**config.mk**
```make
export PLATFORM = sky130hd
export DESIGN_NAME = axi_stream_fifo_flat
export DESIGN_NICKNAME = d
export VERILOG_FILES = /design/src/rtl/axi_stream_fifo_if.sv /design/src/rtl/axi_stream_fifo.sv /design/src/flat_wrapper.sv
export SDC_FILE = /design/constraint.sdc
export NUM_CORES = 1
export LEC_CHECK = 0
export CORE_MARGIN = 2
export CORE_UTILIZATION = 30
export CTS_CLUSTER_SIZE = 8
export DETAILED_ROUTE_END_ITERATION = 6
export PLACE_DENSITY = 0.55
export SLEW_MARGIN = 10
export SYNTH_ARGS = -nofsm -noshare
export SYNTH_HDL_FRONTEND = slang
export SYNTH_SLANG_ARGS = --single-unit
```
**constraint.sdc**
```tcl
create_clock -name aclk -period 18.04 [get_ports aclk]
set_input_delay 4.51 -clock aclk [delete_from_list [all_inputs] [get_ports aclk]]
set_output_delay 4.51 -clock aclk [all_outputs]
set_load 0.005 [all_outputs]
```
**src/rtl/axi_stream_fifo_if.sv**
```systemverilog
// -----------------------------------------------------------------------------
// axi_stream_fifo_if
// AXI-Stream beat bundle shared by both sides of axi_stream_fifo.
//   tvalid/tready : handshake
//   tdata/tkeep   : payload and byte enables
//   tlast         : end of packet
//   tid/tdest/tuser : optional sidebands
// The master modport drives the beat; the slave modport drives tready.
// -----------------------------------------------------------------------------
interface axi_stream_fifo_if #(
   parameter int DATA_WIDTH  = 64,
   parameter int TID_WIDTH   = 1,
   parameter int TDEST_WIDTH = 1,
   parameter int TUSER_WIDTH = 1
);
   logic                      tvalid;
   logic                      tready;
   logic [DATA_WIDTH-1:0]     tdata;
   logic [DATA_WIDTH/8-1:0]   tkeep;
   logic                      tlast;
   logic [TID_WIDTH-1:0]      tid;
   logic [TDEST_WIDTH-1:0]    tdest;
   logic [TUSER_WIDTH-1:0]    tuser;

   modport master (
      output tvalid, tdata, tkeep, tlast, tid, tdest, tuser,
      input  tready
   );

   modport slave (
      input  tvalid, tdata, tkeep, tlast, tid, tdest, tuser,
      output tready
   );
endinterface

```
**src/rtl/axi_stream_fifo.sv**
```systemverilog
// -----------------------------------------------------------------------------
// axi_stream_fifo
// First-word-fall-through AXI-Stream FIFO sitting behind the width upsizer.
// Buffers wide beats so downstream back-pressure does not stall the upsizer.
// Ports:
//   aclk, areset_n : clock, asynchronous active-low reset
//   s_axis         : input stream (slave modport)
//   m_axis         : output stream (master modport), payload zero while idle
//   occupancy      : stored beats, 0..DEPTH
//   pkt_count      : stored beats carrying tlast
//   almost_full    : occupancy >= ALMOST_FULL_LEVEL
// -----------------------------------------------------------------------------
module axi_stream_fifo #(
   parameter int DATA_WIDTH        = 64,
   parameter int DEPTH             = 16,
   parameter int TID_WIDTH         = 1,
   parameter int TDEST_WIDTH       = 1,
   parameter int TUSER_WIDTH       = 1,
   parameter int TID_EN            = 0,
   parameter int TDEST_EN          = 0,
   parameter int TUSER_EN          = 0,
   parameter int ALMOST_FULL_LEVEL = 12
) (
   input  logic                        aclk,
   input  logic                        areset_n,
   axi_stream_fifo_if.slave            s_axis,
   axi_stream_fifo_if.master           m_axis,
   output logic [$clog2(DEPTH):0]      occupancy,
   output logic [$clog2(DEPTH):0]      pkt_count,
   output logic                        almost_full
);

   localparam int AW = $clog2(DEPTH);
   localparam int PW = AW + 1;
   localparam int KW = DATA_WIDTH / 8;
   localparam int EW = DATA_WIDTH + KW + 1 + TID_WIDTH + TDEST_WIDTH + TUSER_WIDTH;

   logic [EW-1:0]          r_mem [DEPTH];
   logic [PW-1:0]          r_wr_ptr;
   logic [PW-1:0]          r_rd_ptr;
   logic [PW-1:0]          r_pkt_count;
   logic                   r_run;

   logic [PW-1:0]          w_occupancy;
   logic                   w_full;
   logic                   w_empty;
   logic                   w_s_ready;
   logic                   w_push;
   logic                   w_pop;
   logic [TID_WIDTH-1:0]   w_tid;
   logic [TDEST_WIDTH-1:0] w_tdest;
   logic [TUSER_WIDTH-1:0] w_tuser;
   logic [EW-1:0]          w_wr_entry;
   logic [EW-1:0]          w_rd_entry;
   logic [PW-1:0]          w_pkt_next;

   logic [DATA_WIDTH-1:0]  w_m_tdata;
   logic [KW-1:0]          w_m_tkeep;
   logic                   w_m_tlast;
   logic [TID_WIDTH-1:0]   w_m_tid;
   logic [TDEST_WIDTH-1:0] w_m_tdest;
   logic [TUSER_WIDTH-1:0] w_m_tuser;

   // Pointers carry one extra bit, so their difference is the exact occupancy,
   // including the full case where the low bits match and the MSBs differ.
   assign w_occupancy = r_wr_ptr - r_rd_ptr;
   assign w_full      = (w_occupancy == PW'(DEPTH));
   assign w_empty     = (w_occupancy == {PW{1'b0}});

   // r_run holds tready low for the first edge after reset release.
   // Ready depends on stored state only: a pop while full never makes room
   // for a push in the same cycle.
   assign w_s_ready = r_run & ~w_full;
   assign w_push    = s_axis.tvalid & w_s_ready;
   assign w_pop     = ~w_empty & m_axis.tready;

   // Disabled sidebands are stored as zero so the output reads constant 0.
   always_comb begin
      w_tid   = {TID_WIDTH{1'b0}};
      w_tdest = {TDEST_WIDTH{1'b0}};
      w_tuser = {TUSER_WIDTH{1'b0}};
      if (TID_EN != 0) begin
         w_tid = s_axis.tid;
      end else begin
         w_tid = {TID_WIDTH{1'b0}};
      end
      if (TDEST_EN != 0) begin
         w_tdest = s_axis.tdest;
      end else begin
         w_tdest = {TDEST_WIDTH{1'b0}};
      end
      if (TUSER_EN != 0) begin
         w_tuser = s_axis.tuser;
      end else begin
         w_tuser = {TUSER_WIDTH{1'b0}};
      end
   end

   assign w_wr_entry = {s_axis.tdata, s_axis.tkeep, s_axis.tlast, w_tid, w_tdest, w_tuser};
   assign w_rd_entry = r_mem[r_rd_ptr[AW-1:0]];

   // Storage array: written on push, intentionally never reset.
   always_ff @(posedge aclk) begin
      if (w_push) begin
         r_mem[r_wr_ptr[AW-1:0]] <= w_wr_entry;
      end
   end

   // Run flag: released one clock after reset deasserts.
   always_ff @(posedge aclk or negedge areset_n) begin
      if (!areset_n) begin
         r_run <= 1'b0;
      end else begin
         r_run <= 1'b1;
      end
   end

   // Write and read pointers.
   always_ff @(posedge aclk or negedge areset_n) begin
      if (!areset_n) begin
         r_wr_ptr <= {PW{1'b0}};
         r_rd_ptr <= {PW{1'b0}};
      end else begin
         if (w_push) begin
            r_wr_ptr <= r_wr_ptr + PW'(1);
         end
         if (w_pop) begin
            r_rd_ptr <= r_rd_ptr + PW'(1);
         end
      end
   end

   // Packet counter next value: net of tlast pushed and tlast popped.
   always_comb begin
      w_pkt_next = r_pkt_count;
      case ({w_push & s_axis.tlast, w_pop & w_m_tlast})
         2'b10:   w_pkt_next = r_pkt_count + PW'(1);
         2'b01:   w_pkt_next = r_pkt_count - PW'(1);
         default: w_pkt_next = r_pkt_count;
      endcase
   end

   // Packet counter register.
   always_ff @(posedge aclk or negedge areset_n) begin
      if (!areset_n) begin
         r_pkt_count <= {PW{1'b0}};
      end else begin
         r_pkt_count <= w_pkt_next;
      end
   end

   // Head-of-queue unpack; all payload forced to zero while nothing is valid.
   always_comb begin
      w_m_tdata = {DATA_WIDTH{1'b0}};
      w_m_tkeep = {KW{1'b0}};
      w_m_tlast = 1'b0;
      w_m_tid   = {TID_WIDTH{1'b0}};
      w_m_tdest = {TDEST_WIDTH{1'b0}};
      w_m_tuser = {TUSER_WIDTH{1'b0}};
      if (!w_empty) begin
         {w_m_tdata, w_m_tkeep, w_m_tlast, w_m_tid, w_m_tdest, w_m_tuser} = w_rd_entry;
      end else begin
         w_m_tdata = {DATA_WIDTH{1'b0}};
      end
   end

   assign s_axis.tready = w_s_ready;
   assign m_axis.tvalid = ~w_empty;
   assign m_axis.tdata  = w_m_tdata;
   assign m_axis.tkeep  = w_m_tkeep;
   assign m_axis.tlast  = w_m_tlast;
   assign m_axis.tid    = w_m_tid;
   assign m_axis.tdest  = w_m_tdest;
   assign m_axis.tuser  = w_m_tuser;

   assign occupancy   = w_occupancy;
   assign pkt_count   = r_pkt_count;
   assign almost_full = (w_occupancy >= PW'(ALMOST_FULL_LEVEL));

endmodule

```
**src/flat_wrapper.sv**
```systemverilog
// flat-port wrapper written by rule: the top's interface ports become plain ports
module axi_stream_fifo_flat 
#(
   parameter int DATA_WIDTH        = 64,
   parameter int DEPTH             = 16,
   parameter int TID_WIDTH         = 1,
   parameter int TDEST_WIDTH       = 1,
   parameter int TUSER_WIDTH       = 1,
   parameter int TID_EN            = 0,
   parameter int TDEST_EN          = 0,
   parameter int TUSER_EN          = 0,
   parameter int ALMOST_FULL_LEVEL = 12
)
  (aclk, areset_n, occupancy, pkt_count, almost_full, s_axis_tvalid, s_axis_tdata, s_axis_tkeep, s_axis_tlast, s_axis_tid, s_axis_tdest, s_axis_tuser, s_axis_tready, m_axis_tvalid, m_axis_tdata, m_axis_tkeep, m_axis_tlast, m_axis_tid, m_axis_tdest, m_axis_tuser, m_axis_tready);
  axi_stream_fifo_if #(.DATA_WIDTH(DATA_WIDTH), .TID_WIDTH(TID_WIDTH), .TDEST_WIDTH(TDEST_WIDTH), .TUSER_WIDTH(TUSER_WIDTH)) s_axis_i ();
  axi_stream_fifo_if #(.DATA_WIDTH(DATA_WIDTH), .TID_WIDTH(TID_WIDTH), .TDEST_WIDTH(TDEST_WIDTH), .TUSER_WIDTH(TUSER_WIDTH)) m_axis_i ();
  input  logic aclk;
  input  logic areset_n;
  output logic [$clog2(DEPTH):0] occupancy;
  output logic [$clog2(DEPTH):0] pkt_count;
  output logic almost_full;
  input wire logic [$bits(s_axis_i.tvalid)-1:0] s_axis_tvalid;
  input wire logic [$bits(s_axis_i.tdata)-1:0] s_axis_tdata;
  input wire logic [$bits(s_axis_i.tkeep)-1:0] s_axis_tkeep;
  input wire logic [$bits(s_axis_i.tlast)-1:0] s_axis_tlast;
  input wire logic [$bits(s_axis_i.tid)-1:0] s_axis_tid;
  input wire logic [$bits(s_axis_i.tdest)-1:0] s_axis_tdest;
  input wire logic [$bits(s_axis_i.tuser)-1:0] s_axis_tuser;
  output wire logic [$bits(s_axis_i.tready)-1:0] s_axis_tready;
  output wire logic [$bits(m_axis_i.tvalid)-1:0] m_axis_tvalid;
  output wire logic [$bits(m_axis_i.tdata)-1:0] m_axis_tdata;
  output wire logic [$bits(m_axis_i.tkeep)-1:0] m_axis_tkeep;
  output wire logic [$bits(m_axis_i.tlast)-1:0] m_axis_tlast;
  output wire logic [$bits(m_axis_i.tid)-1:0] m_axis_tid;
  output wire logic [$bits(m_axis_i.tdest)-1:0] m_axis_tdest;
  output wire logic [$bits(m_axis_i.tuser)-1:0] m_axis_tuser;
  input wire logic [$bits(m_axis_i.tready)-1:0] m_axis_tready;
  assign s_axis_i.tvalid = s_axis_tvalid;
  assign s_axis_i.tdata = s_axis_tdata;
  assign s_axis_i.tkeep = s_axis_tkeep;
  assign s_axis_i.tlast = s_axis_tlast;
  assign s_axis_i.tid = s_axis_tid;
  assign s_axis_i.tdest = s_axis_tdest;
  assign s_axis_i.tuser = s_axis_tuser;
  assign s_axis_tready = s_axis_i.tready;
  assign m_axis_tvalid = m_axis_i.tvalid;
  assign m_axis_tdata = m_axis_i.tdata;
  assign m_axis_tkeep = m_axis_i.tkeep;
  assign m_axis_tlast = m_axis_i.tlast;
  assign m_axis_tid = m_axis_i.tid;
  assign m_axis_tdest = m_axis_i.tdest;
  assign m_axis_tuser = m_axis_i.tuser;
  assign m_axis_i.tready = m_axis_tready;
  axi_stream_fifo #(.DATA_WIDTH(DATA_WIDTH), .DEPTH(DEPTH), .TID_WIDTH(TID_WIDTH), .TDEST_WIDTH(TDEST_WIDTH), .TUSER_WIDTH(TUSER_WIDTH), .TID_EN(TID_EN), .TDEST_EN(TDEST_EN), .TUSER_EN(TUSER_EN), .ALMOST_FULL_LEVEL(ALMOST_FULL_LEVEL)) u_core (.aclk(aclk), .areset_n(areset_n), .s_axis(s_axis_i), .m_axis(m_axis_i), .occupancy(occupancy), .pkt_count(pkt_count), .almost_full(almost_full));
endmodule
```
==> tab_implementation.tex, run 1 <==
\begin{tabular}{lr}
\hline
Metric & Value \\
\hline
\multicolumn{2}{l}{\textbf{Power}} \\
Internal Dissipation & 6.34 mW \\
Power Dens Cells & 162 nW/um\^{}2 \\
Part of the total power dissipated in sequential elements & 0.378 \\
Combinational share of power & 0.300 \\
Leakage power total & 16.8 nW \\
Net load switching power & 2.41 mW \\
Switching share of total power & 0.275 \\
Max IR drop VDD & 160 uV \\
Part of the power in the clock network & 0.323 \\
\multicolumn{2}{l}{\textbf{Detailed routing}} \\
Iteration-0 DRC count of the detailed router & 1561 \\
Average wire per cell in the routed design & 26.5 um \\
DRC violations left & 0 \\
Length of the first detailed-routing pass in iterations & 5 \\
Overall via count from detail\_route & 20220 \\
Final wirelength & 111000 um \\
Vias per cell & 4.85 \\
Number of nets with antenna violations after routing & 0 \\
\multicolumn{2}{l}{\textbf{Critical path}} \\
Crit-path max cell delay & 1020 ps \\
Number of buffer and inverter instances along the worst setup path & 4 \\
Cell with the most instances on the worst path & sky130\_fd\_sc\_hd\_\_buf\_4 \\
Critical path's slowest cell & sky130\_fd\_sc\_hd\_\_dfrtp\_4 \\
Data arrival at the endpoint of the critical path & 6290 ps \\
CP Cell Sequence & buf\_4 > buf\_4 > buf\_4 > mux4\_2 > mux4\_2 > nor2b\_1 > clkdlybuf4s50\_1 \\
CP Launch Type & flip-flop \\
Data required time at the worst endpoint & 13530 ps \\
Start-to-end type of the worst setup path & flip-flop to primary output \\
Cell type group with the largest total delay on the critical path & buffers and inverters \\
Max FO, Critical Path & 46 \\
Nature of the critical path endpoint & primary output \\
\multicolumn{2}{l}{\textbf{Floorplan}} \\
Width of the die & 393 um \\
I/O pins & 169 \\
Starting Density & 0.302 \\
Number of core rows & 142 \\
Floorplan die height & 393 um \\
Area of the die & 154000 sq um \\
CORE AREA & 150000 sq um \\
\multicolumn{2}{l}{\textbf{Timing}} \\
Unrepaired setup endpoints after global routing & no \\
Clock Skew & 30.9 ps \\
Measured slew at the worst slew-check pin & 1150 ps \\
Period utilisation layout & 0.599 \\
Rel. slew slack & 0.236 \\
Shortest period the worst path allows & 10800 ps \\
Setup total negative slack & 0 ps \\
Total setup violations reported at the end of the flow & 0 \\
F\_max & 92.6 MHz \\
Setup WS post-layout & 7240 ps \\
Final count of hold timing violations & 0 \\
Max Transition Viols Final & 0 \\
\multicolumn{2}{l}{\textbf{Placed design}} \\
Worst slack at placement & 7810 ps \\
Area after DPL & 49500 sq um \\
Detailed placement HPWL & 56300 um \\
Number of input and output port buffers inserted & 162 \\
Final GP Congestion & 0.718 \\
\multicolumn{2}{l}{\textbf{Finish}} \\
Non-Filler Cell Area, Final & 54200 sq um \\
Area grow syn2layout & 19.4\% \\
Share of final-layout standard cells stronger than drive strength 1 & 0.288 \\
Layout net count & 2200 \\
\multicolumn{2}{l}{\textbf{Synthesis}} \\
Yosys cell types & 40 \\
Average cell area after synthesis & 24.8 sq um \\
Share of async-settable or async-resettable flops after synthesis & 0.0135 \\
Number of synthesized register bits & 1184 \\
Count of flip-flops with a built-in enable after synthesis & 1168 \\
Total standard cell area after synthesis & 45400 sq um \\
Sequential fraction of the synthesis area & 0.781 \\
Yosys Warn Count & 0 \\
Top\_reg\_cell synth & sky130\_fd\_sc\_hd\_\_edfxtp\_1 \\
Number of standard cells after synthesis & 1828 \\
\multicolumn{2}{l}{\textbf{Clock network}} \\
Maximum buffer depth of the clock tree & 3 \\
TritonCTS buffer count & 169 \\
Number of clock sinks & 1184 \\
Deepest level of the CTS H-tree & 4 \\
Count of cells resized by post-cts repair & 0 \\
CTS Root Cell & sky130\_fd\_sc\_hd\_\_clkbuf\_16 \\
Later-pin clock latency in the skew report & 770 ps \\
Post-CTS repair timing setup buffer count & 0 \\
Clock-pin slew of the registers on the worst-case setup and hold paths & 50 ps \\
CTS tree & yes \\
Hold buffers post-CTS & 0 \\
\multicolumn{2}{l}{\textbf{GRT}} \\
Total track usage & 0.145 \\
Wire length of the first global-routing pass & 158000 um \\
Number of global-route vias before repair & 22177 \\
Number of antenna violations at the first check in global routing & 15 \\
Pin count of the biggest net entering global routing & 146 \\
Total overflow reported by the global router & 0 \\
\multicolumn{2}{l}{\textbf{Outcome}} \\
Result of the run & finished, final reports clean \\
\multicolumn{2}{l}{\textbf{Hold path}} \\
Worst hold-check path type & flip-flop to flip-flop \\
\multicolumn{2}{l}{\textbf{Run}} \\
Total of max-cap violations & 0 \\
\hline
\end{tabular}
[per-layer routing]
| metal | GRT usage | up-vias | routed length (um) |
|---|---|---|---|
| li1 | - | 8372 | - |
| met1 | 0.183 | 11085 | 45500 |
| met2 | 0.245 | 540 | 56400 |
| met3 | 0.0343 | 201 | 5930 |
| met4 | 0.0476 | 22 | 2640 |
| met5 | 0 | - | 157 |
[cell type report]
cell class	instances	area, sq um
fill	13542	95900
sequential	1184	35500
multi-input combinational	537	9540
clock buffer	197	4380
tap	2016	2520
timing repair buffer	199	1910
clock inverter	21	289
inverter	14	57.6
antenna	4	10.0
[final timing paths]
path                                     start                   to  slack, ps  depth (start not counted)
setup / recovery            u_core.r_rd_ptr[0]     m_axis_tdata[14]       7240                          7
hold / removal             u_core.pkt_count[4]  u_core.pkt_count[4]        470                          1
setup reg to reg            u_core.r_rd_ptr[0]  u_core.pkt_count[4]      12190                         16
hold reg to reg            u_core.pkt_count[4]  u_core.pkt_count[4]        470                          1
max in group asynchronous             areset_n   u_core.r_rd_ptr[0]      13140                          1
min in group asynchronous             areset_n   u_core.r_wr_ptr[3]       4250                          1
[synthesized netlist by cell type, types with 2 or more instances]
cell type,instances,share of area
sky130_fd_sc_hd__nand2_1,6,0.00050
sky130_fd_sc_hd__xor2_1,8,0.0015
sky130_fd_sc_hd__a21oi_1,4,0.00044
sky130_fd_sc_hd__ha_1,13,0.0036
sky130_fd_sc_hd__inv_1,13,0.0011
sky130_fd_sc_hd__conb_1,2,0.00017
sky130_fd_sc_hd__clkbuf_1,52,0.0043
sky130_fd_sc_hd__a21o_1,3,0.00050
sky130_fd_sc_hd__nor3_1,3,0.00033
sky130_fd_sc_hd__nor2_1,4,0.00033
sky130_fd_sc_hd__buf_4,3,0.00050
sky130_fd_sc_hd__and3_1,15,0.0021
sky130_fd_sc_hd__edfxtp_1,1168,0.77
sky130_fd_sc_hd__nor2b_1,77,0.011
sky130_fd_sc_hd__xnor2_1,6,0.0012
sky130_fd_sc_hd__mux4_2,365,0.18
sky130_fd_sc_hd__dfrtp_1,16,0.0088
sky130_fd_sc_hd__o21ai_0,4,0.00044
sky130_fd_sc_hd__nand3_1,4,0.00044
sky130_fd_sc_hd__fa_1,2,0.00088
sky130_fd_sc_hd__buf_2,38,0.0042
sky130_fd_sc_hd__nor4_1,2,0.00028
sky130_fd_sc_hd__and2_1,3,0.00041
[layout by cell type (no fill, tap or decap), types with 4 or more instances in the layout]
| cell | n |
|---|---|
| sky130_fd_sc_hd__and3_4 | 12 |
| sky130_fd_sc_hd__ha_1 | 13 |
| sky130_fd_sc_hd__a21oi_1 | 4 |
| sky130_fd_sc_hd__nand2_1 | 6 |
| sky130_fd_sc_hd__edfxtp_1 | 1168 |
| sky130_fd_sc_hd__o21ai_0 | 4 |
| sky130_fd_sc_hd__xor2_1 | 8 |
| sky130_fd_sc_hd__diode_2 | 4 |
| sky130_fd_sc_hd__nor2_1 | 4 |
| sky130_fd_sc_hd__xnor2_1 | 6 |
| sky130_fd_sc_hd__inv_1 | 13 |
| sky130_fd_sc_hd__clkdlybuf4s50_1 | 162 |
| sky130_fd_sc_hd__buf_4 | 36 |
| sky130_fd_sc_hd__clkbuf_16 | 171 |
| sky130_fd_sc_hd__clkinv_2 | 5 |
| sky130_fd_sc_hd__dfrtp_1 | 13 |
| sky130_fd_sc_hd__clkinv_8 | 4 |
| sky130_fd_sc_hd__conb_1 | 4 |
| sky130_fd_sc_hd__clkbuf_1 | 26 |
| sky130_fd_sc_hd__nor2b_1 | 77 |
| sky130_fd_sc_hd__nand3_1 | 4 |
| sky130_fd_sc_hd__inv_16 | 4 |
| sky130_fd_sc_hd__mux4_2 | 365 |
[sequential cells by signal, indices dropped and copies added, names as in the netlist]
| name | flops |
|---|---|
| u_core.r_wr_ptr | 5 |
| u_core.r_mem | 1168 |
| u_core.r_rd_ptr | 5 |
| u_core.pkt_count | 5 |
| u_core.r_run | 1 |
[worst reg2reg max path, cell delays in order (launching register included)]
cell and delay, ps:
sky130_fd_sc_hd__dfrtp_4 1020, sky130_fd_sc_hd__ha_1 300, sky130_fd_sc_hd__inv_1 60, sky130_fd_sc_hd__fa_1 480, sky130_fd_sc_hd__or3b_1 400, sky130_fd_sc_hd__or4b_4 530, sky130_fd_sc_hd__a2bb2oi_4 660, sky130_fd_sc_hd__buf_4 380
sky130_fd_sc_hd__inv_1 100, sky130_fd_sc_hd__and3_1 280, sky130_fd_sc_hd__ha_1 300, sky130_fd_sc_hd__ha_1 350, sky130_fd_sc_hd__nor2b_1 150, sky130_fd_sc_hd__o21ai_0 230, sky130_fd_sc_hd__a21oi_1 110, sky130_fd_sc_hd__nor3_1 250
sky130_fd_sc_hd__xor2_1 170
[power groups by stage]
stage / combinational, mW / sequential, mW / clock, mW
3_3_place_gp: 2.68 / 3.35 / 0
4_1_cts: 2.71 / 3.31 / 2.90
2_1_floorplan: 1.64 / 3.29 / 0
6_report: 2.62 / 3.31 / 2.82
5_1_grt: 2.83 / 3.32 / 3.01
3_5_place_dp: 2.70 / 3.36 / 0
[stage by stage]
step | hold WS [ps] | total power, mW | util | instances
after floorplan | 460 | 4.94 | - | 1830
after global placement | 456 | 6.03 | 0.330 | 3950
after detailed placement | 466 | 6.06 | 0.330 | 3950
after CTS | 477 | 8.92 | 0.361 | 4168
after global routing | 500 | 9.16 | 0.361 | 4169
final | 465 | 8.75 | 0.361 | 4172
[cell families (layout without fill, tap and decap cells)]
logic type	count (synthesis)	in the layout	synth area share
AO/OA/AOI/OAI	14	14	0.00234
XOR/XNOR	15	15	0.00306
adder cells (fa/ha/maj)	15	15	0.00447
buffers and inverters	109	431	0.0105
flip-flops	1184	1184	0.781
multiplexers	367	367	0.182
other	2	8	0.000165
AND/OR/NAND/NOR	122	122	0.0164
Note: power is estimated with default switching activity, not from simulation.
==> inputs of run 2 (changes only) <==
--- a/config.mk
+++ b/config.mk
@@ -9,7 +9,7 @@
 export CORE_UTILIZATION = 30
 export CTS_CLUSTER_SIZE = 8
 export DETAILED_ROUTE_END_ITERATION = 6
-export PLACE_DENSITY = 0.55
+export PLACE_DENSITY = 0.57
 export SLEW_MARGIN = 10
 export SYNTH_ARGS = -nofsm -noshare
 export SYNTH_HDL_FRONTEND = slang
==> constraint.sdc (replaced) <==
create_clock -name aclk -period 8.85 [get_ports aclk]
set_input_delay 2.2125 -clock aclk [delete_from_list [all_inputs] [get_ports aclk]]
set_output_delay 2.2125 -clock aclk [all_outputs]
set_load 0.005 [all_outputs]
==> run 2 against run 1 <==
The flow now finishes with violations (DRC). Highest routed layer unchanged. Combinational power up 100%. Die area unchanged. Non-clock buffer count down 4. Clock power up 100%. Critical endpoint is now m_axis_tdata[63]. Wire length down 0.70%. Sequential share of layout area up 0.089 points. Total power up 100%. Final cell count down 0.50%. Setup slack worse by 5600 ps.
==> tab_implementation.tex, run 2 (synthesis results as in run 1) <==
\begin{tabular}{lr}
\hline
Metric & Value \\
\hline
\multicolumn{2}{l}{\textbf{Detailed routing}} \\
Overall via count from detail\_route & 20237 \\
DRC violations left & 1 \\
Iteration-0 DRC count of the detailed router & 1518 \\
Length of the first detailed-routing pass in iterations & 7 \\
Vias per cell & 4.88 \\
Number of nets with antenna violations after routing & 0 \\
Final wirelength & 110000 um \\
Average wire per cell in the routed design & 26.5 um \\
\multicolumn{2}{l}{\textbf{GRT}} \\
Number of antenna violations at the first check in global routing & 17 \\
Wire length of the first global-routing pass & 157000 um \\
Pin count of the biggest net entering global routing & 129 \\
Total overflow reported by the global router & 0 \\
Total track usage & 0.143 \\
Number of global-route vias before repair & 22011 \\
\multicolumn{2}{l}{\textbf{Clock network}} \\
Maximum buffer depth of the clock tree & 3 \\
TritonCTS buffer count & 166 \\
CTS Root Cell & sky130\_fd\_sc\_hd\_\_clkbuf\_16 \\
Post-CTS repair timing setup buffer count & 0 \\
Number of clock sinks & 1184 \\
Clock-pin slew of the registers on the worst-case setup and hold paths & 50 ps \\
Later-pin clock latency in the skew report & 760 ps \\
Count of cells resized by post-cts repair & 0 \\
CTS tree & yes \\
Deepest level of the CTS H-tree & 4 \\
Hold buffers post-CTS & 0 \\
\multicolumn{2}{l}{\textbf{Timing}} \\
Final count of hold timing violations & 0 \\
Shortest period the worst path allows & 7180 ps \\
Clock Skew & 36.5 ps \\
F\_max & 139 MHz \\
Measured slew at the worst slew-check pin & 1010 ps \\
Worst hold margin & 466 ps \\
Unrepaired setup endpoints after global routing & no \\
Setup total negative slack & 0 ps \\
Max Transition Viols Final & 0 \\
Period utilisation layout & 0.812 \\
Total setup violations reported at the end of the flow & 0 \\
Rel. slew slack & 0.326 \\
\multicolumn{2}{l}{\textbf{Floorplan}} \\
Area of the die & 154000 sq um \\
Number of core rows & 142 \\
CORE AREA & 150000 sq um \\
Width of the die & 393 um \\
Floorplan die height & 393 um \\
I/O pins & 169 \\
Starting Density & 0.302 \\
\multicolumn{2}{l}{\textbf{Power}} \\
Max IR drop VDD & 226 uV \\
Internal Dissipation & 12.9 mW \\
Combinational share of power & 0.298 \\
Net load switching power & 4.89 mW \\
Part of the power in the clock network & 0.318 \\
Power Dens Cells & 328 nW/um\^{}2 \\
Switching share of total power & 0.275 \\
Leakage power total & 16.7 nW \\
Part of the total power dissipated in sequential elements & 0.384 \\
\multicolumn{2}{l}{\textbf{Placed design}} \\
\# placed instances & 3946 \\
Area after DPL & 49500 sq um \\
Final GP Congestion & 0.711 \\
Number of input and output port buffers inserted & 162 \\
Detailed placement HPWL & 54000 um \\
\multicolumn{2}{l}{\textbf{Finish}} \\
Largest register FFs & 1168 \\
Most frequent cells in the layout & sky130\_fd\_sc\_hd\_\_edfxtp\_1 (1168), sky130\_fd\_sc\_hd\_\_mux4\_2 (365), sky130\_fd\_sc\_hd\_\_clkbuf\_16 (170) \\
Share of final-layout standard cells stronger than drive strength 1 & 0.286 \\
Area grow syn2layout & 19.2\% \\
Number of standard cells in the final layout excluding fillers & 4151 \\
Non-Filler Cell Area, Final & 54100 sq um \\
Layout net count & 2193 \\
Most common cell after layout, fill and taps aside & sky130\_fd\_sc\_hd\_\_edfxtp\_1 \\
\multicolumn{2}{l}{\textbf{Critical path}} \\
Data arrival at the endpoint of the critical path & 4970 ps \\
CP Launch Type & flip-flop \\
Data required time at the worst endpoint & 6640 ps \\
Max FO, Critical Path & 44 \\
Start-to-end type of the worst setup path & flip-flop to primary output \\
Nature of the critical path endpoint & primary output \\
\multicolumn{2}{l}{\textbf{Run}} \\
Total of max-cap violations & 0 \\
\multicolumn{2}{l}{\textbf{Outcome}} \\
Result of the run & complete, but fails checks \\
Violations in the final reports & DRC \\
\multicolumn{2}{l}{\textbf{Hold path}} \\
Worst hold-check path type & flip-flop to flip-flop \\
\hline
\end{tabular}
[run 2: routing by layer]
| layer | share of wire | up-vias | wire length (um) | global-route usage |
|---|---|---|---|---|
| met2 | 0.50 | 679 | 55000 | 0.240 |
| met1 | 0.42 | 10970 | 46000 | 0.186 |
| li1 | - | 8359 | - | - |
| met5 | 0.00075 | - | 82 | 0 |
| met3 | 0.057 | 215 | 6250 | 0.0319 |
| met4 | 0.023 | 14 | 2520 | 0.0435 |
[run 2: power groups by stage]
stage	combinational, mW	clock [mW]	sequential, mW
after CTS	5.48	5.79	6.82
after global routing	5.72	6.01	6.85
final	5.29	5.65	6.81
after global placement	5.41	0	6.90
after floorplan	3.35	0	6.71
after detailed placement	5.45	0	6.93
[run 2: cell type report]
class                           instances  area [sq um]
Fill cell                           13489         96000
Sequential cell                      1184         35500
Multi-Input combinational cell        537          9550
Clock buffer                          190          4340
Tap cell                             2016          2520
Timing Repair Buffer                  195          1930
Clock inverter                         13           229
Inverter                               14          57.6
Antenna cell                            2          5.00
[run 2: worst paths after layout]
path                       depth (start not counted)           startpoint                   to  slack [ps]
max in group asynchronous                          1             areset_n   u_core.r_rd_ptr[2]        6250
setup / recovery                                   9   u_core.r_rd_ptr[0]     m_axis_tdata[63]        1670
setup reg to reg                                  16   u_core.r_rd_ptr[0]  u_core.pkt_count[4]        3460
hold reg to reg                                    1  u_core.pkt_count[4]  u_core.pkt_count[4]         470
hold / removal                                     1  u_core.pkt_count[4]  u_core.pkt_count[4]         470
min in group asynchronous                          1             areset_n  u_core.pkt_count[4]        1940
[run 2: worst max-delay path, stage by stage, from the launching register on]
cell and delay [ps]:
sky130_fd_sc_hd__dfrtp_4 1020, sky130_fd_sc_hd__ha_1 290, sky130_fd_sc_hd__inv_1 60, sky130_fd_sc_hd__fa_1 480
sky130_fd_sc_hd__or3b_1 390, sky130_fd_sc_hd__or4b_4 530, sky130_fd_sc_hd__a2bb2oi_4 160, sky130_fd_sc_hd__buf_4 520
sky130_fd_sc_hd__nor2b_1 230, sky130_fd_sc_hd__clkdlybuf4s50_1 510
[run 2: metrics by stage]
stage	total power, mW	setup slack (ps)	util
finish	17.8	1670	0.360
global route	18.6	1280	0.360
CTS	18.1	1470	0.360
detailed placement	12.4	2320	0.330
global placement	12.3	2360	0.330
floorplan	10.1	457	-
